`src/rtl/f1_delay_sched_pkg.sv`:
```
// -----------------------------------------------------------------------------
// f1_delay_pkg
// Shared definitions for the F1 start-light sequencer:
//   state_t    - sequencer states (IDLE, LIGHTS, DELAY)
//   LFSR_W     - width of the random-hold LFSR (taps 7,6)
//   LFSR_SEED  - value loaded into the LFSR on reset
//   lfsr_next  - one step of the maximal-length feedback (period 127)
// -----------------------------------------------------------------------------
package f1_delay_pkg;

    localparam int LFSR_W = 7;
    localparam logic [LFSR_W-1:0] LFSR_SEED = 7'h01;

    typedef enum logic [1:0] {
        IDLE   = 2'd0,
        LIGHTS = 2'd1,
        DELAY  = 2'd2
    } state_t;

    // x^7 + x^6 + 1: shift left, feed bit6 ^ bit5 into bit0. Never reaches 0
    // from a non-zero seed.
    function automatic logic [LFSR_W-1:0] lfsr_next(input logic [LFSR_W-1:0] q);
        return {q[LFSR_W-2:0], q[6] ^ q[5]};
    endfunction

endpackage

```
`src/rtl/f1_delay_sched_lfsr7.sv`:
```
// -----------------------------------------------------------------------------
// lfsr7
// 7-bit maximal-length LFSR used as the random hold-time source.
// Ports:
//   clk  in   clock, state updates on posedge
//   rst  in   synchronous active-high reset, reloads LFSR_SEED
//   en   in   step enable; the sequencer drops it while counting the hold
//   q    out  current LFSR state
// -----------------------------------------------------------------------------
module lfsr7
    import f1_delay_pkg::*;
(
    input  logic                clk,
    input  logic                rst,
    input  logic                en,
    output logic [LFSR_W-1:0]   q
);

    always_ff @(posedge clk) begin
        if (rst) begin
            q <= LFSR_SEED;
        end else if (en) begin
            q <= lfsr_next(q);
        end
    end

endmodule

```
`src/rtl/f1_delay_sched.sv`:
```
// -----------------------------------------------------------------------------
// f1_delay_sched
// F1-style start-light sequencer. A trigger in IDLE starts the sequence; each
// tick lights one more lamp (bit0 first). The tick that lights the last lamp
// captures the LFSR as a hold time D, then D further ticks later all lamps go
// out together with a one-clock done pulse.
//
// Optional feature: define F1_DELAY_SCHED_ABORT_EN to add the abort input,
// which returns LIGHTS/DELAY to IDLE with all lamps off and no done pulse.
//
// Ports:
//   clk       in   sole clock, posedge
//   rst       in   synchronous active-high reset (also reseeds the LFSR)
//   trigger   in   start request, only looked at in IDLE
//   tick      in   one-clock strobe from the prescaler, advances the sequence
//   abort     in   (F1_DELAY_SCHED_ABORT_EN only) cancel a running sequence
//   data_out  out  lamp vector, bit0 lit first
//   busy      out  high outside IDLE; stays high during the done clock
//   done      out  one-clock pulse when the lamps go out
//   lfsr_q    out  current LFSR state
// All outputs are registered.
// -----------------------------------------------------------------------------
module f1_delay_sched
    import f1_delay_pkg::state_t, f1_delay_pkg::IDLE, f1_delay_pkg::LIGHTS,
           f1_delay_pkg::DELAY;
#(
    parameter int NUM_LIGHTS = 8,
    parameter int LFSR_W     = f1_delay_pkg::LFSR_W
) (
    input  logic                   clk,
    input  logic                   rst,
    input  logic                   trigger,
    input  logic                   tick,
`ifdef F1_DELAY_SCHED_ABORT_EN
    input  logic                   abort,
`endif
    output logic [NUM_LIGHTS-1:0]  data_out,
    output logic                   busy,
    output logic                   done,
    output logic [LFSR_W-1:0]      lfsr_q
);

    localparam logic [NUM_LIGHTS-1:0] LAMP_FIRST = NUM_LIGHTS'(1);
    localparam logic [LFSR_W-1:0]     CNT_ONE    = LFSR_W'(1);

    state_t                  state, state_n;
    logic [NUM_LIGHTS-1:0]   data_n;
    logic [LFSR_W-1:0]       delay_cnt, cnt_n;
    logic                    done_n;
    logic                    busy_n;
    logic                    lfsr_en;

    // The LFSR free-runs except while the hold is being counted, so the
    // value on lfsr_q during DELAY is stable.
    assign lfsr_en = (state != DELAY);

    lfsr7 u_lfsr (
        .clk (clk),
        .rst (rst),
        .en  (lfsr_en),
        .q   (lfsr_q)
    );

    always_ff @(posedge clk) begin
        if (rst) begin
            state     <= IDLE;
            data_out  <= '0;
            delay_cnt <= '0;
            done      <= 1'b0;
            busy      <= 1'b0;
        end else begin
            state     <= state_n;
            data_out  <= data_n;
            delay_cnt <= cnt_n;
            done      <= done_n;
            busy      <= busy_n;
        end
    end

    always_comb begin
        state_n = state;
        data_n  = data_out;
        cnt_n   = delay_cnt;
        done_n  = 1'b0;

        case (state)
            IDLE: begin
                // A tick coinciding with the trigger is deliberately dropped;
                // the first lamp waits for the next tick.
                data_n = '0;
                if (trigger) begin
                    state_n = LIGHTS;
                end
            end

            LIGHTS: begin
                if (tick) begin
                    data_n = (data_out << 1) | LAMP_FIRST;
                    if (&data_n) begin
                        // Zero cannot come out of the LFSR, but a zero hold
                        // would underflow the counter, so clamp it to 1.
                        cnt_n   = (lfsr_q == '0) ? CNT_ONE : lfsr_q;
                        state_n = DELAY;
                    end
                end
            end

            DELAY: begin
                if (tick) begin
                    cnt_n = delay_cnt - CNT_ONE;
                    if (delay_cnt <= CNT_ONE) begin
                        data_n  = '0;
                        done_n  = 1'b1;
                        state_n = IDLE;
                    end
                end
            end

            default: begin
                data_n  = '0;
                state_n = IDLE;
            end
        endcase

`ifdef F1_DELAY_SCHED_ABORT_EN
        // Abort wins over a same-cycle tick and never produces done.
        if (abort && (state != IDLE)) begin
            state_n = IDLE;
            data_n  = '0;
            cnt_n   = '0;
            done_n  = 1'b0;
        end
`endif

        // busy is held through the done clock so it falls one clock later.
        busy_n = (state_n != IDLE) || done_n;
    end

endmodule

```
`config.mk`:
```
export PLATFORM = sky130hd
export DESIGN_NAME = f1_delay_sched
export DESIGN_NICKNAME = d
export VERILOG_FILES = /design/src/rtl/f1_delay_sched_pkg.sv /design/src/rtl/f1_delay_sched_lfsr7.sv /design/src/rtl/f1_delay_sched.sv
export SDC_FILE = /design/constraint.sdc
export NUM_CORES = 1
export LEC_CHECK = 0
export BUFFER_PORTS_ARGS = -buffer_cell sky130_fd_sc_hd__buf_2
export CAP_MARGIN = 20
export CELL_PAD_IN_SITES_DETAIL_PLACEMENT = 0
export CELL_PAD_IN_SITES_GLOBAL_PLACEMENT = 2
export CORE_MARGIN = 2
export CORE_UTILIZATION = 32
export CTS_CLUSTER_DIAMETER = 80
export DETAILED_ROUTE_END_ITERATION = 10
export GPL_TIMING_DRIVEN = 0
export PLACE_DENSITY = 0.79
export SLEW_MARGIN = 20
export SYNTH_ARGS = -nofsm -noshare
export SYNTH_HDL_FRONTEND = slang
export SYNTH_SLANG_ARGS = --single-unit
```
`constraint.sdc`:
```
create_clock -name clk -period 2.04 [get_ports clk]
set_clock_uncertainty 0.1 [all_clocks]
set_input_delay 0.102 -clock clk [delete_from_list [all_inputs] [get_ports clk]]
set_output_delay 0.102 -clock clk [all_outputs]
set_load 0.01 [all_outputs]
```
# --- Yosys cells after proc, flatten, opt, wreduce, memory -nomap -nowiden ---
# Index checks and enable logic that the tools add are counted.
classes:
  order_cmp: 1
  addsub: 1
  n_reduce_logical: 8
  div_mod_pow: 0
  eq_ne: 7
  n_bitwise: 1
  n_shift: 0
  multipliers: 0
  n_mux: 18
op_table:
  columns: ["cell", "count"]
  rows:
  - ["$mux 7", 4]
  - ["$mux 8", 3]
  - ["$pmux 8 s2", 1]
  - ["$pmux 7 s2", 1]
  - ["$mux 2", 5]
  - ["$ne 2x2->1 const B", 5]
  - ["$le 7x1->1 const B", 1]
  - ["$logic_not 7->1", 1]
  - ["$reduce_and 7->1", 1]
  - ["$sub 7x1->7 const B", 1]
  - ["$pmux 2 s3", 1]
  - ["$reduce_and 4->1", 1]
  - ["$reduce_bool 2->1", 2]
  - ["$mux 1", 3]
  - ["$reduce_and 3->1", 1]
  - ["$eq 2x1->1 const B", 1]
  - ["$eq 2x2->1 const B", 1]
  - ["$logic_not 2->1", 1]
  - ["$logic_or 1x1->1", 1]
  - ["$xor 1x1->1", 1]
word_totals:
  n_memories: 0
  mem_bits_rw: 0
  romBits: 0
  output_inout_bits: 17
  latch_bits: 0
  register_bits: 26
  elab_cells: 42
  inputBits: 4

# --- Logic depth before layout (Yosys ltp) ---
# Gate-level depths: netlist of run 1.
depth:
  ltp_word: 6
  mapped_depth: 6
  ltp_nobuf: 6

# --- By module ---
# Synthesis of run 1 repeated with hierarchy kept, for this count alone.
unflattened:
  cells_unflattened: 134
  hier_area_um2: 1272.5
modules_own_cells:
  columns: ["module", "cells_each", "area_per_inst_um2", "n_inst", "seq_area_each_um2"]
  rows:
  - ["f1_delay_sched", 109, 1009.7, 1, 380.4]
  - ["lfsr7", 25, 262.8, 1, 140.1]

# --- Worst setup path before layout of run 1 ---
# OpenSTA, ideal clock, no wires.
synth_path:
  path_type: "reg2reg"
  start: "register delay_cnt[1]"
  end: "register data_out[1]"
  required_time_ns: 1.880
  setup_slack_ns: 0.397
  path_buffers: 0
  arrival_time_ns: 1.483
  setup_time_ns: 0.060
  period_less_slack_ns: 1.643
  stages_incl_launch_ff: 7
  cell_sequence: "dfxtp_1 > inv_1 > ha_1 > o21bai_1 > a41o_1 > a21oi_1 > a22o_1"
synth_between:
  elab_chain_len: 3
synth_lines:
  columns: ["element", "line", "source"]
  rows:
  - ["start: declaration", "f1_delay_sched.sv:48", "logic [LFSR_W-1:0] delay_cnt, cnt_n;"]
  - ["start signal: assignment", "f1_delay_sched.sv:74", "delay_cnt <= cnt_n;"]
  - ["$le 7x1->1", "f1_delay_sched.sv:111", "if (delay_cnt <= CNT_ONE) begin"]
  - ["$ne 2x2->1 (no source line)", null, null]
  - ["$reduce_and 3->1 (no source line)", null, null]
  - ["end signal: assignment", "f1_delay_sched.sv:73", "data_out <= data_n;"]
  - ["end: declaration", "f1_delay_sched.sv:37", "output logic [NUM_LIGHTS-1:0] data_out,"]
# Every way passes these cells.
# A chain may end at the register's enable or synchronous reset.

# --- Worst setup path in the final report of run 1 ---
layout_path:
  start: "register delay_cnt[1]"
  end: "register data_out[4]"
# The elaborated chain is that of the path after synthesis.

==> results.json, run 1 <==
{
  "run_status": "finished, final reports clean",
  "dieArea_sq_um": 4210,
  "synth-edff-count": 0,
  "clock.fmax_mhz": 557,
  "multi_input_area_sq_um": 608,
  "min_path_cells": 3,
  "synth.net_count": 143,
  "worst-setup-path-type": "reg2reg",
  "ys.warnings.count": 0,
  "die-height_um": 64.9,
  "ys_async_sr_fraction": 0,
  "wl_met2_um": 1310,
  "power_per_cell_area_nw_per_um2": 710,
  "count_of_vias_placed_by_the_detailed_router": 1049,
  "grt-ovfl-total": 0,
  "routed_wirelength_um": 2840,
  "finalHoldWorstSlack_ns": 0.00614,
  "fill_cells": 391,
  "min_period_ns": 1.80,
  "maxSlewViolCount": 0,
  "endpoint_kind": "flop",
  "final.setup.tns_ns": 0,
  "post_synth_instance_area_sq_um": 1180,
  "worst_r2r_startpoint": "delay_cnt[1]$_SDFFE_PP0P_",
  "slew_headroom": 0.638,
  "mostFrequentLayoutCells": "26 x dfxtp_1, 23 x buf_2, 17 x nand2_1, 15 x nor2_1, 12 x a21oi_1",
  "skew_pair_late_insertion_delay_ns": 0.27,
  "antenna_cells_inserted": 0,
  "worstPathRequired_ns": 2.16,
  "layout.cells.most_common": "dfxtp_1",
  "fp-row-count": 22,
  "core-area_sq_um": 3610,
  "drt-vias-per-instance": 5.02,
  "area_delta_synth_final_pct": 19.9,
  "first_pass_grt_wire_length_um": 4910,
  "report.final.setup_viol": 0,
  "drive_gt1_frac": 0.211,
  "max-clock-path-buffers": 2,
  "pnr_worst_setup_slack_ns": 0.245,
  "critical_path_arrival_ns": 1.92,
  "dp_hpwl_um": 2080,
  "antenna_left": 0,
  "grt_antenna_before_repair": 0,
  "sequential_element_share_of_the_synthesized_area": 0.439,
  "met3_wirelength_um": 91,
  "finalWeightedCongestion": 0.747,
  "met1_length_um": 1410,
  "detailed_place.area_sq_um": 1350,
  "detail_route.wl_per_cell_um": 13.6,
  "ys_seq_elements": 26,
  "grt_max_degree": 16,
  "power_leakage_nw": 0.552,
  "grt_util_all_layers": 0.149,
  "reg2reg_setup_slack_ns": 0.24,
  "worst-slew-pin-transition_ns": 0.543,
  "clock_transition_time_at_the_flip_flop_clock_pins_of_the_worst_setup_and_hold_paths_ns": 0.09,
  "netlist_instances": 137,
  "detailedRoute.firstIterationViolations": 60,
  "timing_hold_violations_final": 0,
  "dp_worst_setup_slack_ns": 0.110,
  "tritoncts_clock_tree": "built",
  "final_min_period_over_clock_period": 0.880,
  "rsz_0062_raised_after_global_routing": "false",
  "critical_path.startpoint_type": "flop",
  "place.port_buffers": 20,
  "cts-htree-levels": 1,
  "first_global_vias": 1018,
  "max_cap_violations": 0,
  "design.final.nets": 168,
  "hold_start": "trigger",
  "worst_hold_path.endpoint": "state[0]$_SDFF_PP0_",
  "hp-class": "in2reg",
  "worst_ir_drop_vdd_v": 0.000334,
  "iteration_count_of_the_initial_detailed_routing_pass": 4,
  "synthesis.area_per_instance_sq_um": 8.65,
  "die_x_um": 64.9,
  "sequential_standard_cell_area_sq_um": 520,
  "clockRootBuffer": "clkbuf_8",
  "drc": 0,
  "timing.rr.end": "data_out[4]$_SDFFE_PP0P_",
  "topRoutingLayerUsed": "met4",
  "postLayoutCellArea_sq_um": 1420,
  "clock_buffer_count_from_cts": 3,
  "crit_fanout": 7,
  "start_util": 0.329,
  "synth_flop_cell": "dfxtp_1",
  "cts.sink_count": 26,
  "ioPinCount": 21,
  "post_synth_num_cell_types": 35,
  "timing.reg2reg.worst_path_depth": 6
}
-- worst max path at each step --
stage,start,end,slack [ns],cells after the start
floorplan,delay_cnt[1]$_SDFFE_PP0P_,data_out[1]$_SDFFE_PP0P_,0.40,6
global placement,delay_cnt[1]$_SDFFE_PP0P_,data_out[7]$_SDFFE_PP0P_,0.17,6
detailed placement,delay_cnt[1]$_SDFFE_PP0P_,data_out[4]$_SDFFE_PP0P_,0.11,6
CTS,delay_cnt[1]$_SDFFE_PP0P_,data_out[4]$_SDFFE_PP0P_,0.08,6
global route,delay_cnt[1]$_SDFFE_PP0P_,data_out[4]$_SDFFE_PP0P_,0.13,6
finish,delay_cnt[1]$_SDFFE_PP0P_,data_out[4]$_SDFFE_PP0P_,0.24,6
-- state kept, by name, indices dropped and copies added (netlist names) --
signal     count
data_out       8
done           1
state          2
delay_cnt      7
busy           1
u_lfsr.q       7
-- worst max-delay path, cell delays in order, from the launching register on --
cell      delay (ns)
dfxtp_1         0.41
inv_1           0.09
ha_1            0.18
o21bai_1        0.18
a41o_1          0.29
a21oi_2         0.31
a22o_1          0.18
-- cells by family after synthesis --
group | count (synthesis) | synth area share
AND/OR/NAND/NOR | 51 | 0.205
flip-flops | 26 | 0.439
XOR/XNOR | 1 | 0.00739
adder cells (fa/ha/maj) | 2 | 0.0211
buffers and inverters | 13 | 0.0507
AO/OA/AOI/OAI | 44 | 0.277
-- metal layers --
metal  vias to the layer above  global-route usage
met3                         4              0.0260
met5                         -                   0
met2                        20               0.242
met4                         0              0.0559
li1                        546                   -
met1                       479               0.197
-- cell type report --
class                      instances  share of cell area
inverter                           6              0.0159
multi-input combinational         98               0.428
clock buffer                       3              0.0291
tap                               48              0.0423
sequential                        26               0.367
clock inverter                     1              0.0211
timing repair buffer              20              0.0705
buffer                             7              0.0264
-- timing repair --
item | in CTS | in global routing
hold buffers | 0 | 0
resized for setup | 0 | 1
endpoints found under the setup margin | 0 | 7
buffers inserted | 0 | 0
-- through the flow --
step / util / instances / power [W]
after floorplan: - / 137 / 0.000565
after global placement: 0.373 / 205 / 0.000585
after detailed placement: 0.373 / 205 / 0.000586
after CTS: 0.393 / 209 / 0.00102
after global routing: 0.394 / 209 / 0.00105
final: 0.394 / 209 / 0.00101
-- where the power goes --
part / total [W] / internal, W / switching (W) / leakage, nW
logic: 0.0000498 / 0.0000189 / 0.0000309 / 0.305
clock network: 0.000433 / 0.000263 / 0.000171 / 0.0357
registers: 0.000525 / 0.000516 / 0.00000923 / 0.211
total: 0.00101 / 0.000797 / 0.000211 / 0.552
-- synthesized netlist by cell type, types with 2 or more instances --
| cell type | n | area, sq um |
|---|---|---|
| a2111oi_0 | 2 | 17.5 |
| a211o_1 | 2 | 17.5 |
| a21o_1 | 2 | 15.0 |
| a21oi_1 | 13 | 65.1 |
| a22o_1 | 7 | 61.3 |
| buf_2 | 3 | 15.0 |
| clkbuf_1 | 3 | 11.3 |
| dfxtp_1 | 26 | 521 |
| ha_1 | 2 | 25.0 |
| inv_1 | 6 | 22.5 |
| nand2_1 | 17 | 63.8 |
| nand3_1 | 3 | 15.0 |
| nand4_1 | 3 | 18.8 |
| nor2_1 | 15 | 56.3 |
| nor3_1 | 6 | 30.0 |
| nor4_1 | 3 | 18.8 |
| o211ai_1 | 2 | 15.0 |
| o21a_1 | 2 | 15.0 |
| o21ai_0 | 3 | 15.0 |
| o21bai_1 | 2 | 15.0 |
Power figures use the tool's default switching activity.
==> run 2: changes to the inputs <==
Settings changed: HOLD_SLACK_MARGIN from default to 0.05.
==> results.json, run 2 (synthesis results as in run 1) <==
{
  "grt-ovfl-total": 0,
  "fp-row-count": 22,
  "first_pass_grt_wire_length_um": 4910,
  "registers_with_the_highest_flip_flop_counts": "data_out x8, delay_cnt x7, u_lfsr.q x7",
  "min_period_ns": 1.80,
  "skew_pair_late_insertion_delay_ns": 0.27,
  "clock_transition_time_at_the_flip_flop_clock_pins_of_the_worst_setup_and_hold_paths_ns": 0.09,
  "layout.cells.most_common": "dfxtp_1",
  "mostFrequentLayoutCells": "26 x dfxtp_1, 23 x buf_2, 17 x nand2_1, 15 x nor2_1, 12 x a21oi_1",
  "core-area_sq_um": 3610,
  "grt_util_all_layers": 0.149,
  "clock_buffer_count_from_cts": 3,
  "first_global_vias": 1019,
  "place.port_buffers": 20,
  "critical_path.startpoint_type": "flop",
  "drc": 0,
  "worstPathRequired_ns": 2.16,
  "clock.fmax_mhz": 555,
  "rsz_0062_raised_after_global_routing": "false",
  "crit_fanout": 7,
  "drive_gt1_frac": 0.210,
  "area_delta_synth_final_pct": 20.7,
  "timing_hold_violations_final": 0,
  "iteration_count_of_the_initial_detailed_routing_pass": 4,
  "register_with_the_most_flip_flops": "data_out",
  "finalHoldWorstSlack_ns": 0.102,
  "routed_wirelength_um": 2850,
  "tritoncts_clock_tree": "built",
  "slowest_stage": "dfxtp_1",
  "cts.sink_count": 26,
  "start_util": 0.329,
  "timing.critical_path.slowest_cell_delay_ns": 0.41,
  "drt-vias-per-instance": 5.01,
  "critical_path_arrival_ns": 1.92,
  "report.final.setup_viol": 0,
  "grt_antenna_before_repair": 0,
  "clockRootBuffer": "clkbuf_8",
  "ioPinCount": 21,
  "detail_route.wl_per_cell_um": 13.6,
  "grt_max_degree": 16,
  "worst-slew-pin-transition_ns": 0.543,
  "worst-setup-path-type": "reg2reg",
  "power_per_cell_area_nw_per_um2": 706,
  "count_of_vias_placed_by_the_detailed_router": 1053,
  "max-clock-path-buffers": 2,
  "antenna_left": 0,
  "endpoint_kind": "flop",
  "final_min_period_over_clock_period": 0.883,
  "power_leakage_nw": 0.556,
  "design.final.nets": 169,
  "finalWeightedCongestion": 0.747,
  "cts-htree-levels": 1,
  "antenna_cells_inserted": 0,
  "dp_hpwl_um": 2080,
  "crit_chain": "inv_1 -> ha_1 -> o21bai_1 -> a41o_1 -> a21oi_2 -> a22o_1",
  "run_status": "finished, final reports clean",
  "die-height_um": 64.9,
  "detailedRoute.firstIterationViolations": 60,
  "slew_headroom": 0.638,
  "largest_register_ff_count": 8,
  "maxSlewViolCount": 0,
  "worst_ir_drop_vdd_v": 0.000334,
  "final.setup.tns_ns": 0,
  "die_x_um": 64.9,
  "max_cap_violations": 0,
  "hp-class": "in2reg",
  "dieArea_sq_um": 4210
}
==> run 2: cell types whose count changed in the layout (fill, tap and decap cells not counted), sizes merged <==
cell / change
dlygate4sd3: +1
==> run 2: area by class of cell <==
class                      instances  area [sq um]
fill                             391          2180
sequential                        26           520
inverter                           6          22.5
clock inverter                     1          30.0
timing repair buffer              21           110
buffer                             7          37.5
tap                               48          60.1
multi-input combinational         98           608
clock buffer                       3          41.3
==> run 2: what timing repair did <==
| item | 4_1_cts | 5_1_grt |
|---|---|---|
| hold buffers | 1 | 0 |
| endpoints found under the hold margin | 2 | 0 |
| gates resized for setup | 0 | 1 |
| setup endpoints to repair | 0 | 7 |
| setup buffers | 0 | 0 |
==> run 2: power breakdown <==
| part | internal (W) | switching, W |
|---|---|---|
| Clock | 0.000263 | 0.000171 |
| Sequential | 0.000516 | 0.00000925 |
| Combinational | 0.0000201 | 0.0000312 |
==> run 2: final timing paths <==
| path | end | cells after the start | slack [ns] | start |
|---|---|---|---|---|
| worst max register to register | data_out[4]$_SDFFE_PP0P_ | 6 | 0.24 | delay_cnt[1]$_SDFFE_PP0P_ |
| worst min register to register | data_out[7]$_SDFFE_PP0P_ | 1 | 0.38 | data_out[7]$_SDFFE_PP0P_ |
| worst max-delay path | data_out[4]$_SDFFE_PP0P_ | 6 | 0.24 | delay_cnt[1]$_SDFFE_PP0P_ |
| worst min-delay path | done$_SDFF_PP0_ | 3 | 0.10 | tick |
==> run 2: per-stage QoR <==
step                total power, W  instances  utilization  instance area, sq um  worst slack (ns)
floorplan                 0.000565        137            -                  1180             0.397
detailed placement        0.000586        205        0.373                  1350             0.110
global route               0.00105        210        0.397                  1430             0.125
global placement          0.000585        205        0.373                  1350             0.173
CTS                        0.00102        210        0.396                  1430            0.0755
finish                     0.00101        210        0.397                  1430             0.240
==> run 2: layer usage <==
metal / wire, um / track usage / vias up / share of wire
met4: 31 / 0.0559 / 0 / 0.011
met5: 0 / 0 / - / 0
met3: 107 / 0.0260 / 4 / 0.038
met2: 1320 / 0.242 / 22 / 0.46
li1: - / - / 548 / -
met1: 1390 / 0.197 / 479 / 0.49
==> run 2: critical path, delay by kind of cell, from the launching register on <==
| family | cells | cell delay (ns) |
|---|---|---|
| AOI/OAI and AO/OA | 4 | 0.97 |
| DFF | 1 | 0.41 |
| adders and majority gates | 1 | 0.18 |
| buffers and inverters | 1 | 0.09 |
==> run 3: changes to the inputs <==
Settings changed: CORE_MARGIN 2 to 5.
==> results.json, run 3 (synthesis results as in run 1) <==
{
  "run_status": "finished, final reports clean",
  "grt_antenna_before_repair": 0,
  "crit_cells": 6,
  "antenna_cells_inserted": 0,
  "cts-htree-levels": 1,
  "finalWeightedCongestion": 0.761,
  "slowest_stage": "dfxtp_1",
  "rsz_0062_raised_after_global_routing": "false",
  "multi_input_area_sq_um": 608,
  "drc": 0,
  "timing.rr.end": "data_out[1]$_SDFFE_PP0P_",
  "first_global_vias": 1024,
  "path_delay_family": "compound AO/OA/AOI/OAI gates",
  "timing.critical_path.slowest_cell_delay_ns": 0.41,
  "detailedRoute.firstIterationViolations": 65,
  "place.port_buffers": 20,
  "report.final.setup_viol": 0,
  "critical_path_arrival_ns": 1.91,
  "registers_with_the_highest_flip_flop_counts": "data_out x8, delay_cnt x7, u_lfsr.q x7",
  "worst_ir_drop_vdd_v": 0.000325,
  "slew_headroom": 0.622,
  "detail_route.wl_per_cell_um": 13.6,
  "skew_pair_late_insertion_delay_ns": 0.26,
  "clock_transition_time_at_the_flip_flop_clock_pins_of_the_worst_setup_and_hold_paths_ns": 0.09,
  "core-area_sq_um": 3630,
  "cts.sink_count": 26,
  "mostFrequentLayoutCells": "26 x dfxtp_1, 23 x buf_2, 17 x nand2_1, 15 x nor2_1, 12 x a21oi_1",
  "worstPathBufferInverterCount": 1,
  "max-clock-path-buffers": 2,
  "clock_buffer_count_from_cts": 3,
  "ioPinCount": 21,
  "tritoncts_clock_tree": "built",
  "drive_gt1_frac": 0.210,
  "drt-vias-per-instance": 5.20,
  "antenna_left": 0,
  "clock.fmax_mhz": 555,
  "hp-class": "in2reg",
  "grt_max_degree": 15,
  "totalPowerFinal_w": 0.000901,
  "cts_setup_buffers": 0,
  "max_cap_violations": 0,
  "fill_cells": 385,
  "area_delta_synth_final_pct": 19.3,
  "start_util": 0.326,
  "reg2reg_setup_slack_ns": 0.24,
  "dieArea_sq_um": 5020,
  "power_per_cell_area_nw_per_um2": 637,
  "layout.cells.most_common": "dfxtp_1",
  "design.final.nets": 169,
  "min_period_ns": 1.80,
  "hold_start": "tick",
  "timing_hold_violations_final": 0,
  "dp_hpwl_um": 2100,
  "clockRootBuffer": "clkbuf_8",
  "pnr_worst_setup_slack_ns": 0.239,
  "die_x_um": 70.9,
  "fp-row-count": 22,
  "critical_path.startpoint_type": "flop",
  "register_with_the_most_flip_flops": "data_out",
  "die-height_um": 70.9,
  "final_min_period_over_clock_period": 0.883,
  "power_leakage_nw": 0.549,
  "crit_fanout": 7,
  "crit_start": "delay_cnt[1]$_SDFFE_PP0P_",
  "largest_register_ff_count": 8,
  "final.setup.tns_ns": 0,
  "maxSlewViolCount": 0,
  "worst-slew-pin-transition_ns": 0.567,
  "grt-ovfl-total": 0,
  "timing.critical_path.to": "data_out[1]$_SDFFE_PP0P_",
  "worst_r2r_startpoint": "delay_cnt[1]$_SDFFE_PP0P_",
  "crit_chain": "inv_1 -> ha_1 -> o21bai_1 -> a41o_1 -> a21oi_2 -> a22o_1",
  "endpoint_kind": "flop",
  "iteration_count_of_the_initial_detailed_routing_pass": 4,
  "worstPathRequired_ns": 2.15,
  "count_of_vias_placed_by_the_detailed_router": 1092,
  "sequential_standard_cell_area_sq_um": 520,
  "dp_worst_setup_slack_ns": 0.110,
  "worst-setup-path-type": "reg2reg",
  "timing.reg2reg.worst_path_depth": 6,
  "first_pass_grt_wire_length_um": 5090,
  "routed_wirelength_um": 2870,
  "grt_util_all_layers": 0.122
}
## run 3: changes by cell type in the layout (fill, tap and decap cells not counted), sizes merged
cell    delta
bufinv     -1
clkbuf     +1
## run 3: power breakdown
group	internal (W)	leakage, nW	switching, W
clock network	0.000172	0.0288	0.000152
registers	0.000515	0.211	0.00000920
logic	0.0000201	0.309	0.0000314
total	0.000708	0.549	0.000193
## run 3: worst min-delay path by stage
stage / to / slack (ns) / cells after the start
floorplan: done$_SDFF_PP0_ / 0.17 / 2
global placement: state[0]$_SDFF_PP0_ / 0.29 / 3
detailed placement: state[0]$_SDFF_PP0_ / 0.32 / 3
CTS: done$_SDFF_PP0_ / 0.11 / 3
global route: done$_SDFF_PP0_ / 0.13 / 3
finish: done$_SDFF_PP0_ / 0.12 / 3
## run 3: per-layer routing
metal,track usage,share of wire
met1,0.173,0.50
met4,0.0313,0.012
met2,0.191,0.47
met5,0,0
met3,0.0227,0.022
## run 3: timing repair
item	4_1_cts	5_1_grt
resized for setup	0	1
hold buffers	1	0
hold endpoints to repair	1	0
setup endpoints to repair	0	6
## run 3: worst reg2reg max path, stage by stage, from the launching register on
cell,delay [ns]
dfxtp_1,0.41
inv_1,0.08
ha_1,0.19
o21bai_1,0.20
a41o_1,0.29
a21oi_2,0.30
a22o_1,0.18
## run 3: layout make-up
cell class	instances	area share
sequential	26	0.368
multi-input combinational	98	0.430
timing repair buffer	21	0.0779
buffer	7	0.0265
tap	48	0.0425
inverter	6	0.0159
clock buffer	4	0.0389
## run 3: metrics by stage
stage                     hold WS [ns]  utilization  area [sq um]  std cells
after floorplan                  0.174            -          1180        137
after global placement           0.291        0.370          1350        205
after detailed placement         0.321        0.370          1350        205
after CTS                        0.115        0.388          1410        210
after global routing             0.128        0.389          1410        210
final                            0.120        0.389          1410        210
